### config.mk
export PLATFORM = sky130hd
export DESIGN_NAME = spi_tick_master
export DESIGN_NICKNAME = d
export VERILOG_FILES = /design/src/rtl/spi_tick_master.sv
export SDC_FILE = /design/constraint.sdc
export NUM_CORES = 1
export LEC_CHECK = 0
export BUFFER_PORTS_ARGS = -buffer_cell sky130_fd_sc_hd__buf_2
export CORE_ASPECT_RATIO = 1.4
export CORE_UTILIZATION = 50
export CTS_BUF_LIST = sky130_fd_sc_hd__clkbuf_16
export CTS_CLUSTER_SIZE = 8
export DETAILED_ROUTE_END_ITERATION = 7
export GPL_ROUTABILITY_DRIVEN = 0
export PLACE_DENSITY = 0.71
export SLEW_MARGIN = 15
export SYNTH_ARGS = -nofsm -noshare
export SYNTH_HDL_FRONTEND = slang
export SYNTH_SLANG_ARGS = --single-unit
export TNS_END_PERCENT = 20
### constraint.sdc
create_clock -name i_clk_in -period 1.65 [get_ports i_clk_in]
set_input_delay 0.165 -clock i_clk_in [delete_from_list [all_inputs] [get_ports i_clk_in]]
set_output_delay 0.165 -clock i_clk_in [all_outputs]
set_load 0.1 [all_outputs]
### src/rtl/spi_tick_master.sv
// spi_tick_master: synchronises a slow asynchronous tick and runs one SPI
// mode-0 master frame (MSB-first) per rising edge of that tick.
//
// Ports:
//   i_clk_in    system clock, all logic on posedge
//   i_rst_n     asynchronous active-low reset
//   i_tick_in   slow square wave, asynchronous to i_clk_in
//   i_tx_data   word to send, sampled on the frame start cycle
//   i_miso      SPI slave data in, sampled on sclk rising edges
//   o_sclk      SPI clock, idle low
//   o_mosi      SPI data out, changes only while sclk is low
//   o_cs_n      SPI chip select, active low
//   o_busy      high from frame start until cs_n returns high
//   o_rx_data   last received word, updated at frame end
//   o_rx_valid  one-cycle pulse when o_rx_data updates
//   o_overrun   sticky flag: a tick edge arrived while a frame was running
//   o_frame_cnt completed-frame counter, wraps at 16 bits
module spi_tick_master #(
    parameter int unsigned DATA_W   = 8,
    parameter int unsigned SCLK_DIV = 4
) (
    input  logic              i_clk_in,
    input  logic              i_rst_n,
    input  logic              i_tick_in,
    input  logic [DATA_W-1:0] i_tx_data,
    input  logic              i_miso,
    output logic              o_sclk,
    output logic              o_mosi,
    output logic              o_cs_n,
    output logic              o_busy,
    output logic [DATA_W-1:0] o_rx_data,
    output logic              o_rx_valid,
    output logic              o_overrun,
    output logic [15:0]       o_frame_cnt
);

    localparam int unsigned HC_W = (SCLK_DIV > 1) ? $clog2(SCLK_DIV) : 1;
    localparam int unsigned BC_W = $clog2(DATA_W + 1);
    localparam logic [HC_W-1:0] HC_LAST = HC_W'(SCLK_DIV - 1);
    localparam logic [BC_W-1:0] BC_LAST = BC_W'(DATA_W);

    typedef enum logic [1:0] {
        ST_IDLE,
        ST_SETUP,
        ST_SHIFT,
        ST_HOLD
    } state_t;

    state_t              r_state;
    logic                r_s1;
    logic                r_s2;
    logic                r_s3;
    logic [HC_W-1:0]     r_hc;
    logic [BC_W-1:0]     r_bc;
    logic [DATA_W-1:0]   r_tx_shift;
    logic [DATA_W-1:0]   r_rx_shift;
    logic                r_sclk;
    logic                r_mosi;
    logic                r_cs_n;
    logic                r_busy;
    logic [DATA_W-1:0]   r_rx_data;
    logic                r_rx_valid;
    logic                r_overrun;
    logic [15:0]         r_frame_cnt;

    logic                w_start;
    logic                w_half_end;
    logic [DATA_W-1:0]   w_tx_next;
    logic [DATA_W-1:0]   w_rx_next;

    assign w_start    = r_s2 & ~r_s3;
    assign w_half_end = (r_hc == HC_LAST);
    // Shift-based forms stay legal when DATA_W is 1.
    assign w_tx_next  = r_tx_shift << 1;
    assign w_rx_next  = (r_rx_shift << 1) | DATA_W'(i_miso);

    // Three-flop synchroniser; s3 delays s2 for rising-edge detection.
    always_ff @(posedge i_clk_in or negedge i_rst_n) begin
        if (!i_rst_n) begin
            r_s1 <= 1'b0;
            r_s2 <= 1'b0;
            r_s3 <= 1'b0;
        end else begin
            r_s1 <= i_tick_in;
            r_s2 <= r_s1;
            r_s3 <= r_s2;
        end
    end

    // Frame sequencer with registered SPI outputs.
    always_ff @(posedge i_clk_in or negedge i_rst_n) begin
        if (!i_rst_n) begin
            r_state     <= ST_IDLE;
            r_hc        <= '0;
            r_bc        <= '0;
            r_tx_shift  <= '0;
            r_rx_shift  <= '0;
            r_sclk      <= 1'b0;
            r_mosi      <= 1'b0;
            r_cs_n      <= 1'b1;
            r_busy      <= 1'b0;
            r_rx_data   <= '0;
            r_rx_valid  <= 1'b0;
            r_overrun   <= 1'b0;
            r_frame_cnt <= '0;
        end else begin
            r_rx_valid <= 1'b0;
            // Ticks never queue: any edge outside IDLE is dropped and flagged.
            if (w_start && (r_state != ST_IDLE)) begin
                r_overrun <= 1'b1;
            end
            case (r_state)
                ST_IDLE: begin
                    if (w_start) begin
                        r_tx_shift <= i_tx_data;
                        r_mosi     <= i_tx_data[DATA_W-1];
                        r_cs_n     <= 1'b0;
                        r_busy     <= 1'b1;
                        r_hc       <= '0;
                        r_state    <= ST_SETUP;
                    end
                end
                ST_SETUP: begin
                    if (w_half_end) begin
                        r_hc       <= '0;
                        r_sclk     <= 1'b1;
                        r_rx_shift <= w_rx_next;
                        r_bc       <= BC_W'(1);
                        r_state    <= ST_SHIFT;
                    end else begin
                        r_hc <= r_hc + 1'b1;
                    end
                end
                ST_SHIFT: begin
                    if (w_half_end) begin
                        r_hc <= '0;
                        if (!r_sclk) begin
                            r_sclk     <= 1'b1;
                            r_rx_shift <= w_rx_next;
                            r_bc       <= r_bc + 1'b1;
                        end else begin
                            r_sclk <= 1'b0;
                            if (r_bc == BC_LAST) begin
                                r_state <= ST_HOLD;
                            end else begin
                                r_tx_shift <= w_tx_next;
                                r_mosi     <= w_tx_next[DATA_W-1];
                            end
                        end
                    end else begin
                        r_hc <= r_hc + 1'b1;
                    end
                end
                ST_HOLD: begin
                    if (w_half_end) begin
                        r_hc        <= '0;
                        r_cs_n      <= 1'b1;
                        r_busy      <= 1'b0;
                        r_rx_data   <= r_rx_shift;
                        r_rx_valid  <= 1'b1;
                        r_frame_cnt <= r_frame_cnt + 16'd1;
                        r_state     <= ST_IDLE;
                    end else begin
                        r_hc <= r_hc + 1'b1;
                    end
                end
                default: r_state <= ST_IDLE;
            endcase
        end
    end

    assign o_sclk      = r_sclk;
    assign o_mosi      = r_mosi;
    assign o_cs_n      = r_cs_n;
    assign o_busy      = r_busy;
    assign o_rx_data   = r_rx_data;
    assign o_rx_valid  = r_rx_valid;
    assign o_overrun   = r_overrun;
    assign o_frame_cnt = r_frame_cnt;

endmodule
Word level (Yosys, flattened, before mapping)
Index checks and enable logic that the tools add are counted.
W data, S select, Z words.
- bits of input ports: 12
- word-level logic and storage cells: 87
- memories: 0
- ROM bits: 0
- memory bits (writable): 0
- register bits: 56
- bits in latches: 0
- multiplexer cells: 39
- eq/ne operators: 13
- $lt $le $gt $ge: 0
- reduce and logical (&&, ||, !) cells: 13
- divide/modulo/power cells: 0
- shift-type cells: 0
- multiply operators: 0
- bitwise operators: 3
- add/sub/neg operators: 3
- operators by type and width (operator ; number):
    $mux W7 ; 4
    $mux W8 ; 3
    $add A16 B1 Y16 const B ; 1
    $mux W2 ; 8
    $ne A2 B2 Y1 const B ; 8
    $pmux W8 S2 ; 1
    $pmux W7 S2 ; 1
    $mux W1 ; 12
    $mux W4 ; 3
    $or A8 B1 Y8 ; 1
    $pmux W1 S2 ; 4
    $pmux W2 S4 ; 1
    $pmux W4 S2 ; 1
    $reduce_bool A2 Y1 ; 4
    $eq A2 B2 Y1 const B ; 3
    $reduce_and A3 Y1 ; 2
    $reduce_and A6 Y1 ; 1
    $reduce_and A5 Y1 ; 1
    $add A4 B1 Y4 const B ; 1
    $eq A4 B4 Y1 const B ; 1
    $pmux W2 S2 ; 1
    $reduce_and A4 Y1 ; 1
    $reduce_or A3 Y1 ; 1
    $add A2 B1 Y2 const B ; 1
    other kinds (6) ; 6

Logic depth before layout (Yosys ltp)
Gate-level depths: netlist of the first run.
- word-level depth: 5
- gate-level depth with buffers: 7

Worst setup path before layout of the first run
No wires, ideal clock.
- path type: reg-to-reg
- start point: register r_sclk (netlist: o_sclk)
- end point: register r_mosi (netlist: o_mosi)
- buffers on the path: 0
- clock period less this slack: 2.117 ns
- path slack: -0.467 ns
- data arrival time: 1.991 ns
- setup time: 0.126 ns
- cell stages (with the launch flop): 5
- required time: 1.524 ns
- path through: dfrtp_1 inv_2 a222oi_1 nand3b_2 mux2_2
- longest elaborated chain between the ends: 2
- ends and longest elaborated chain (what ; line ; source):
    from (decl) ; 57 ; logic r_sclk;
    from (signal assigned) ; 98 ; r_sclk <= 1'b0;
    from (signal assigned) ; 126 ; r_sclk <= 1'b1;
    from (signal assigned) ; 138 ; r_sclk <= 1'b1;
    $ne A2 B2 Y1 (no line) ; n/a ;
    $reduce_and A5 Y1 (no line) ; n/a ;
    to (signal assigned) ; 116 ; r_mosi <= i_tx_data[DATA_W-1];
    to (signal assigned) ; 147 ; r_mosi <= w_tx_next[DATA_W-1];
    to (decl) ; 58 ; logic r_mosi;
No other way between the ends.
A chain may end at the register's enable or synchronous reset.

Final worst setup path of the first run
- start point: register r_state[1]
- end point: register r_tx_shift[1]
- longest elaborated chain between the ends: 3
- elaborated cells between the ends (all ways): 9
- classes of those cells: eq/ne (5); mux (1); reduce/logical (3)
- ends and longest elaborated chain (what ; line ; source):
    from (decl) ; 49 ; state_t r_state;
    from (signal assigned) ; 93 ; r_state <= ST_IDLE;
    from (signal assigned) ; 120 ; r_state <= ST_SETUP;
    from (signal assigned) ; 129 ; r_state <= ST_SHIFT;
    $eq A2 B2 Y1 or $logic_not A2 Y1 (tied branches) ; 112 ; case (r_state)
    $ne A2 B2 Y1 (no line) or $reduce_bool A2 Y1 (tied branches) ; n/a ;
    $reduce_and A5 Y1 (no line) ; n/a ;
    to (signal assigned) ; 115 ; r_tx_shift <= i_tx_data;
    to (signal assigned) ; 146 ; r_tx_shift <= w_tx_next;
    to (decl) ; 55 ; logic [DATA_W-1:0] r_tx_shift;
Parallel ways exist; a longest one is shown, timed or not.

==> results.py, run 1 <==
metrics = {
    "critical_path": {
        "crit_path_max_fanout": 8,
        "worstSetupStartpoint": "r_state[1]",
        "critical-path-top-delay-family": "flip-flops",
        "cp-start-kind": "register",
        "crit_path_cell_trace": "ha_4 -> a222oi_1 -> buf_4 -> nand3b_4 -> mux2_4",
        "r2r-start": "r_state[1]",
        "end_kind": "register",
        "worst-path-buf-inv": 1,
        "critPathMaxStageDelay_ns": 0.46,
        "required_ns": 1.82,
        "crit_arrival_ns": 1.91,
        "worstSetupPathType": "register to register",
        "cpMaxStageDelayCell": "dfrtp_2",
    },
    "cts": {
        "clk_root_buffer_cell": "clkbuf_16",
        "clockBufferDepth": 2,
        "clk_latency_ns": 0.29,
        "cts_sinks": 56,
        "tritoncts": "yes",
        "clk_pin_slew_ns": 0.07,
        "numCtsBuffers": 5,
        "htree_levels": 2,
    },
    "min_path": {
        "min_path_type": "input pin to register",
        "holdCritStartpoint": "i_miso",
    },
    "yosys": {
        "synth-seq-cells": 56,
        "postSynthCellCount": 194,
        "netlist_area_mm2": 0.002469,
        "synth_cell_types": 37,
        "ys.flop_type": "dfrtp_1",
        "syn_avg_cell_area_um2": 12.72,
        "synthArstFlopShare_pct": 100.0,
        "syn_nets": 215,
        "yosysWarningCount": 0,
        "synth_edf_count": 0,
        "yosysSeqAreaShare_pct": 56.82,
    },
    "grt": {
        "antenna_found_initial": 0,
        "grt_pass1_wl_um": 7665,
        "grt_pass1_vias": 1693,
        "overflow": 0,
        "groute.usage.overall_pct": 19.52,
        "grt_max_degree": 57,
    },
    "timing": {
        "hold_violations": 0,
        "finClkSkew_ns": 0.003864,
        "rsz0062_at_grt": "yes",
        "period_share_pct": 105.5,
        "setup_tns_ns": -0.6836,
        "worst_slack_ns": -0.09077,
        "finalCriticalPeriod_ns": 1.741,
        "max_slew_margin_pct": 67.42,
        "setup_viol": 11,
        "drv_slew": 0,
        "worst_pin_slew_ns": 0.4921,
        "timing.fmax_mhz": 574.5,
    },
    "layout": {
        "drive_above_1_share_pct": 49.43,
        "n_fill_cell": 358,
        "post-route-util_pct": 70.10,
        "fin_nets": 283,
        "multi_input_area_mm2": 0.001086,
        "post-route-cell-area_mm2": 0.003256,
        "area_delta_synth_final_pct": 31.88,
        "antenna_cells": 0,
        "seqCellArea_mm2": 0.001420,
        "instances_no_fill": 325,
    },
    "die": {
        "die_y_um": 85.14,
        "core_mm2": 0.004644,
        "die_area_mm2": 0.005226,
        "num_rows": 29,
        "initial_core_util_pct": 53.15,
        "boundaryPins": 42,
        "fp.dieW_um": 61.39,
    },
    "outcome": {
        "status": "finished, violations left",
        "failed_checks": "negative setup slack",
    },
    "power_and_ir_drop": {
        "power_density_mw_per_mm2": 2141,
        "power.leakage_uw": 0.001596,
        "peakVddDrop_uv": 1132,
    },
    "route": {
        "vias_per_cell": 5.185,
        "drt-total-wl_um": 4648,
        "num_vias": 1685,
        "dr.pass1.iters": 4,
        "drc": 0,
        "wl_per_cell_um": 14.30,
        "ant_nets": 0,
        "drt_iter0_drc": 38,
    },
    "place": {
        "place_inst": 311,
        "dpl.hpwl_um": 3131,
        "port_buffers": 41,
        "dp_slack_ns": -0.1912,
        "place_area_mm2": 0.002907,
    },
    "flow_run": {
        "cap_viol_max_count": 0,
    },
}
routing by layer:
layer | track usage [%] | wire length, um | vias up
li1 | - | - | 812
met2 | 33.70 | 2397 | 37
met5 | 0 | 0 | -
met4 | 6.263 | 34 | 0
met3 | 3.963 | 179 | 4
met1 | 23.82 | 2037 | 832
cell usage after synthesis (2+ instances only):
cell type | number | area [um^2]
a21o_1 | 2 | 15.01
nor3_1 | 2 | 10.01
nor2_1 | 7 | 26.28
a22oi_1 | 3 | 22.52
ha_1 | 9 | 112.6
nand2_1 | 11 | 41.29
nand4_1 | 5 | 31.28
o21ai_0 | 5 | 25.02
inv_1 | 8 | 30.03
dfrtp_1 | 55 | 1376
a21oi_1 | 4 | 20.02
xor2_1 | 3 | 26.28
inv_2 | 3 | 11.26
nand2b_1 | 2 | 12.51
mux2_2 | 34 | 382.9
or3_1 | 2 | 12.51
xnor2_1 | 12 | 105.1
nand3_1 | 8 | 40.04
placed cells by master (no fill, tap or decap), types with 5 or more instances in the layout:
master,count
inv_1,7
dfrtp_1,43
mux2_4,9
buf_2,41
nand3_1,8
mux2_2,25
buf_4,17
xnor2_1,12
nor2_1,6
o21ai_0,5
nand2_1,11
nand4_1,5
dfrtp_2,11
clkbuf_16,5
metrics by stage:
| step | power, uW | hold slack [ns] |
|---|---|---|
| 2_1_floorplan | 4515 | -0.1306 |
| 3_3_place_gp | 5181 | 0.1894 |
| 3_5_place_dp | 5276 | 0.1845 |
| 4_1_cts | 6835 | 0.1022 |
| 5_1_grt | 7351 | 0.09945 |
| 6_report | 6971 | 0.1063 |
sequential cells by signal, summed over array words and instances (netlist names), 2 cells and up:
| register | count |
|---|---|
| o_frame_cnt | 16 |
| o_rx_data | 8 |
| r_rx_shift | 8 |
| r_tx_shift | 7 |
| r_bc | 4 |
| r_hc | 2 |
| r_state | 2 |
worst register-to-register path, delay by kind of cell (launching register included):
| family | cells | cell delay (ns) |
|---|---|---|
| buffers and inverters | 1 | 0.19 |
| adders and majority gates | 1 | 0.19 |
| DFF | 1 | 0.46 |
| muxes | 1 | 0.33 |
| and+or+nand+nor | 1 | 0.14 |
| AOI/OAI and AO/OA | 1 | 0.32 |
power by group:
part / internal (uW) / switching, uW
clock network: 864 / 459
logic: 1380 / 2100
registers: 1840 / 335
total: 4080 / 2890
cell type report:
cell class	instances	share of cell area, %
clock buffer	5	3.843
inverter	11	1.345
sequential	56	43.62
multi-input combinational	123	33.36
timing repair buffer	65	13.49
tap	62	2.383
clock inverter	3	1.960
kinds of logic after synthesis:
family | share of synthesized area, %
flops | 56.82
buf+inv | 2.635
simple gates | 8.972
fa+ha+maj | 4.562
compound gates | 5.778
xor+xnor | 5.322
mux | 15.91
worst paths after layout:
path,endpoint,slack [ns],depth (start not counted)
max,r_tx_shift[1],-0.09,5
min,r_rx_shift[0],0.11,2
max reg2reg,r_tx_shift[1],-0.09,5
min reg2reg,r_s2,0.36,0
max in group asynchronous,o_cs_n,0.95,3
min in group asynchronous,o_busy,0.39,3
what timing repair did:
action,in CTS,in global routing
setup buffers,4,0
pin swaps,3,3
resized for setup,9,16
endpoints found under the setup margin,19,32
hold buffers,2,0
endpoints found under the hold margin,56,0
No activity file was read; power rests on OpenSTA's default activity.
==> run 2: changes to the inputs <==
--- a/config.mk
+++ b/config.mk
@@ -5,7 +5,7 @@
 export SDC_FILE = /design/constraint.sdc
 export NUM_CORES = 1
 export LEC_CHECK = 0
-export BUFFER_PORTS_ARGS = -buffer_cell sky130_fd_sc_hd__buf_2
+export BUFFER_PORTS_ARGS = -buffer_cell sky130_fd_sc_hd__buf_4
 export CORE_ASPECT_RATIO = 1.4
 export CORE_UTILIZATION = 50
 export CTS_BUF_LIST = sky130_fd_sc_hd__clkbuf_16
==> results.py, run 2 (synthesis gave the netlist of run 1 again) <==
metrics = {
    "grt": {
        "met2_usage_pct": 33.79,
        "grtUsageMet3_pct": 5.183,
        "groute.usage.overall_pct": 20.36,
        "grt_pass1_wl_um": 7741,
        "antenna_found_initial": 0,
        "grt_max_degree": 26,
        "grt_pass1_vias": 1694,
        "overflow": 0,
        "grt_busiest_layer": "met2",
        "met1_usage_pct": 24.24,
    },
    "flow_run": {
        "cap_viol_max_count": 0,
    },
    "timing": {
        "drv_slew": 0,
        "worst_slack_ns": -0.04468,
        "period_share_pct": 102.7,
        "hold_slack_ns": 0.1134,
        "hold_violations": 0,
        "timing.fmax_mhz": 590.1,
        "max_slew_margin_pct": 78.14,
        "finalCriticalPeriod_ns": 1.695,
        "setup_viol": 18,
        "rsz0062_at_grt": "yes",
        "setup_tns_ns": -0.2983,
        "worst_pin_slew_ns": 0.3279,
        "finClkSkew_ns": 0.005549,
    },
    "route": {
        "drt-total-wl_um": 4674,
        "dr.pass1.iters": 4,
        "wl_per_cell_um": 14.34,
        "drc": 0,
        "vias_per_cell": 5.169,
        "drt_iter0_drc": 53,
        "ant_nets": 0,
        "num_vias": 1685,
    },
    "critical_path": {
        "crit_arrival_ns": 1.87,
        "crit_path_max_fanout": 8,
        "cp-start-kind": "register",
        "crit_path_cell_trace": "ha_4 -> a222oi_1 -> buf_4 -> nand3b_4 -> mux2_4",
        "worst-path-buf-inv": 1,
        "worstSetupPathType": "register to register",
        "critical-path-top-delay-family": "flip-flops",
        "end_kind": "register",
        "required_ns": 1.82,
        "critPathMaxStageDelay_ns": 0.45,
        "cpMaxStageDelayCell": "dfrtp_2",
    },
    "die": {
        "die_area_mm2": 0.005226,
        "die_y_um": 85.14,
        "core_mm2": 0.004644,
        "initial_core_util_pct": 53.15,
        "fp.dieW_um": 61.39,
        "num_rows": 29,
        "boundaryPins": 42,
    },
    "power_and_ir_drop": {
        "power.leakage_uw": 0.001562,
        "peakVddDrop_uv": 1333,
        "power_density_mw_per_mm2": 2018,
    },
    "layout": {
        "antenna_cells": 0,
        "post-route-util_pct": 70.56,
        "final_cell_mix": "buf_4, dfrtp_1, mux2_2",
        "drive_above_1_share_pct": 49.62,
        "area_delta_synth_final_pct": 32.74,
        "largest_reg_flops": 16,
        "mostFrequentLayoutCell": "buf_4",
        "fin_nets": 284,
    },
    "cts": {
        "htree_levels": 2,
        "tritoncts": "yes",
        "numCtsBuffers": 5,
        "clk_latency_ns": 0.29,
        "clk_pin_slew_ns": 0.06,
        "cts_sinks": 56,
        "clk_root_buffer_cell": "clkbuf_16",
        "clockBufferDepth": 2,
    },
    "outcome": {
        "status": "finished, violations left",
        "failed_checks": "negative setup slack",
    },
    "place": {
        "dpl.hpwl_um": 3378,
        "port_buffers": 41,
        "dp_slack_ns": -0.1263,
    },
    "min_path": {
        "min_path_type": "input pin to register",
    },
}
-- run 2: cell count changes in the layout (fill, tap and decap cells not counted), moves of 2 or more --
| cell | delta |
|---|---|
| mux2_2 | +7 |
| mux2_4 | -7 |
| bufinv_16 | -2 |
| buf_4 | +44 |
| buf_2 | -41 |
-- run 2: power by group --
| group | leakage, uW | internal (uW) | switching [uW] |
|---|---|---|---|
| clock network | 0.0000726 | 555 | 458 |
| registers | 0.000689 | 1840 | 315 |
| logic | 0.000800 | 1370 | 2070 |
-- run 2: through the flow --
step                power (uW)  cell area (um^2)  cells
floorplan                 4515              2490    194
global placement          5356              3039    315
detailed placement        5451              3039    315
CTS                       6580              3238    326
global route              6992              3277    326
finish                    6611              3277    326
-- run 2: worst paths after layout --
path                       slack, ns  cells past startpoint              to        from
max                            -0.04                      5   r_tx_shift[4]  r_state[1]
min reg2reg                     0.35                      0            r_s2        r_s1
min                             0.11                      2   r_rx_shift[0]      i_miso
min in group asynchronous       0.34                      2         r_hc[1]     i_rst_n
max reg2reg                    -0.04                      5   r_tx_shift[4]  r_state[1]
max in group asynchronous       0.83                      3  o_frame_cnt[0]     i_rst_n
-- run 2: area by class of cell --
class / instances / area (um^2)
sequential: 56 / 1420
fill: 360 / 1368
multi-input combinational: 123 / 1065
timing repair buffer: 66 / 529.3
clock buffer: 5 / 125.1
tap: 62 / 77.57
inverter: 11 / 43.79
clock inverter: 3 / 16.27
-- run 2: what timing repair did --
action                                 4_1_cts  5_1_grt
hold buffers                                 2        0
setup endpoints to repair                   22       33
pin swaps                                    1        4
resized for setup                            8       10
buffers inserted                             1        1
endpoints found under the hold margin       23        0
-- run 2: metal layers --
| metal | vias to the layer above | share of wire (%) |
|---|---|---|
| met5 | - | 0 |
| met1 | 820 | 42 |
| met2 | 40 | 52 |
| met4 | 0 | 2.4 |
| met3 | 10 | 3.8 |
| li1 | 815 | - |
==> run 3: changes to the inputs <==
--- a/config.mk
+++ b/config.mk
@@ -13,6 +13,7 @@
 export DETAILED_ROUTE_END_ITERATION = 7
 export GPL_ROUTABILITY_DRIVEN = 0
 export PLACE_DENSITY = 0.71
+export SETUP_SLACK_MARGIN = 0.02
 export SLEW_MARGIN = 15
 export SYNTH_ARGS = -nofsm -noshare
 export SYNTH_HDL_FRONTEND = slang
==> results.py, run 3 (synthesis gave the netlist of run 1 again) <==
metrics = {
    "outcome": {
        "status": "finished, violations left",
        "failed_checks": "negative setup slack",
    },
    "route": {
        "drt_iter0_drc": 49,
        "wl_per_cell_um": 14.24,
        "dr.pass1.iters": 4,
        "drc": 0,
        "num_vias": 1693,
        "drt-total-wl_um": 4656,
        "vias_per_cell": 5.177,
        "ant_nets": 0,
    },
    "timing": {
        "hold_violations": 0,
        "finClkSkew_ns": 0.005429,
        "setup_viol": 18,
        "worst_slack_ns": -0.05371,
        "drv_slew": 0,
        "worst_pin_slew_ns": 0.3300,
        "finalCriticalPeriod_ns": 1.704,
        "hold_slack_ns": 0.1137,
        "rsz0062_at_grt": "yes",
        "max_slew_margin_pct": 78.00,
        "timing.fmax_mhz": 587.0,
        "period_share_pct": 103.3,
    },
    "place": {
        "dpl.hpwl_um": 3378,
        "place_area_mm2": 0.003039,
        "place_inst": 315,
        "dp_slack_ns": -0.1263,
        "port_buffers": 41,
    },
    "critical_path": {
        "crit_arrival_ns": 1.87,
        "cpMaxStageDelayCell": "dfrtp_2",
        "cp-start-kind": "register",
        "crit_path_cell_trace": "ha_4 -> a222oi_1 -> buf_4 -> nand3b_4 -> buf_6 -> mux2_2",
        "worstSetupPathType": "register to register",
        "required_ns": 1.82,
        "critPathMaxStageDelay_ns": 0.46,
        "end_kind": "register",
        "crit_path_max_fanout": 8,
    },
    "power_and_ir_drop": {
        "power_density_mw_per_mm2": 2014,
        "power.leakage_uw": 0.001558,
        "peakVddDrop_uv": 1331,
        "power_uw": 6593,
    },
    "layout": {
        "final_cell_mix": "buf_4, dfrtp_1, mux2_2",
        "mostFrequentLayoutCell": "buf_4",
        "instances_no_fill": 327,
        "largest_reg_flops": 16,
        "post-route-cell-area_mm2": 0.003273,
        "drive_above_1_share_pct": 49.81,
        "fin_nets": 285,
        "antenna_cells": 0,
        "area_delta_synth_final_pct": 32.59,
    },
    "grt": {
        "grt_busiest_layer": "met2",
        "grt_pass1_wl_um": 7741,
        "met2_usage_pct": 33.79,
        "met1_usage_pct": 24.24,
        "overflow": 0,
        "grt_pass1_vias": 1694,
        "antenna_found_initial": 0,
        "grt_max_degree": 26,
        "grtUsageMet3_pct": 5.183,
        "groute.usage.overall_pct": 20.36,
    },
    "cts": {
        "tritoncts": "yes",
        "clockBufferDepth": 2,
        "clk_latency_ns": 0.29,
        "clk_pin_slew_ns": 0.06,
        "numCtsBuffers": 5,
        "clk_root_buffer_cell": "clkbuf_16",
        "htree_levels": 2,
        "cts_sinks": 56,
    },
    "min_path": {
        "min_path_type": "input pin to register",
    },
    "die": {
        "die_area_mm2": 0.005226,
        "fp.dieW_um": 61.39,
        "die_y_um": 85.14,
        "core_mm2": 0.004644,
        "boundaryPins": 42,
        "initial_core_util_pct": 53.15,
        "num_rows": 29,
    },
    "flow_run": {
        "cap_viol_max_count": 0,
    },
}
## run 3: changes by cell type in the layout (fill, tap and decap cells not counted), sizes merged
cell | previous run | this run
buf | 64 | 65
## run 3: worst max-delay path: cells and delay by family, from the launching register on
kind            cells  cell delay [ns]
compound gates      1             0.30
mux                 1             0.27
fa+ha+maj           1             0.18
buf+inv             2             0.32
simple gates        1             0.07
flops               1             0.46
## run 3: stage by stage
step                      setup TNS [ns]  util [%]
after floorplan                   -1.249         -
after global placement           -0.7225     65.44
after detailed placement          -1.522     65.44
after global routing              -2.027     70.47
after CTS                        -0.4974     69.77
final                            -0.5551     70.47
## run 3: what timing repair did
action	in CTS	in global routing
buffers inserted	1	1
endpoints found under the setup margin	29	32
gates resized for setup	9	6
pin swaps	1	4
hold buffers	2	0
endpoints found under the hold margin	23	0
## run 3: report_power, final
group	switching, uW	total [uW]	internal (uW)
logic	2050	3430	1380
clock network	453	1010	555
registers	312	2150	1840
total	2820	6590	3770
## run 3: metal layers
layer,up-vias,wire [um]
met2,42,2425
met5,-,0
met4,0,111
met1,822,1935
met3,10,185
li1,819,-
## run 3: path summary, 6_finish.rpt
check / from / slack, ns / depth (start not counted) / to
setup / recovery: r_state[1] / -0.05 / 6 / r_tx_shift[4]
hold / removal: i_miso / 0.11 / 2 / r_rx_shift[0]
setup reg to reg: r_state[1] / -0.05 / 6 / r_tx_shift[4]
hold reg to reg: r_s1 / 0.35 / 0 / r_s2
max in group asynchronous: i_rst_n / 0.83 / 3 / o_frame_cnt[0]
min in group asynchronous: i_rst_n / 0.35 / 2 / r_hc[1]
## run 3: cell type report
cell class	count	area, um^2
multi-input cells	123	1050
fillers	359	1371
clock buffers	5	125.1
flip-flops and latches	56	1420
repair buffers	67	540.5
inverters	11	43.79
well taps	62	77.57
clock inverters	3	16.27
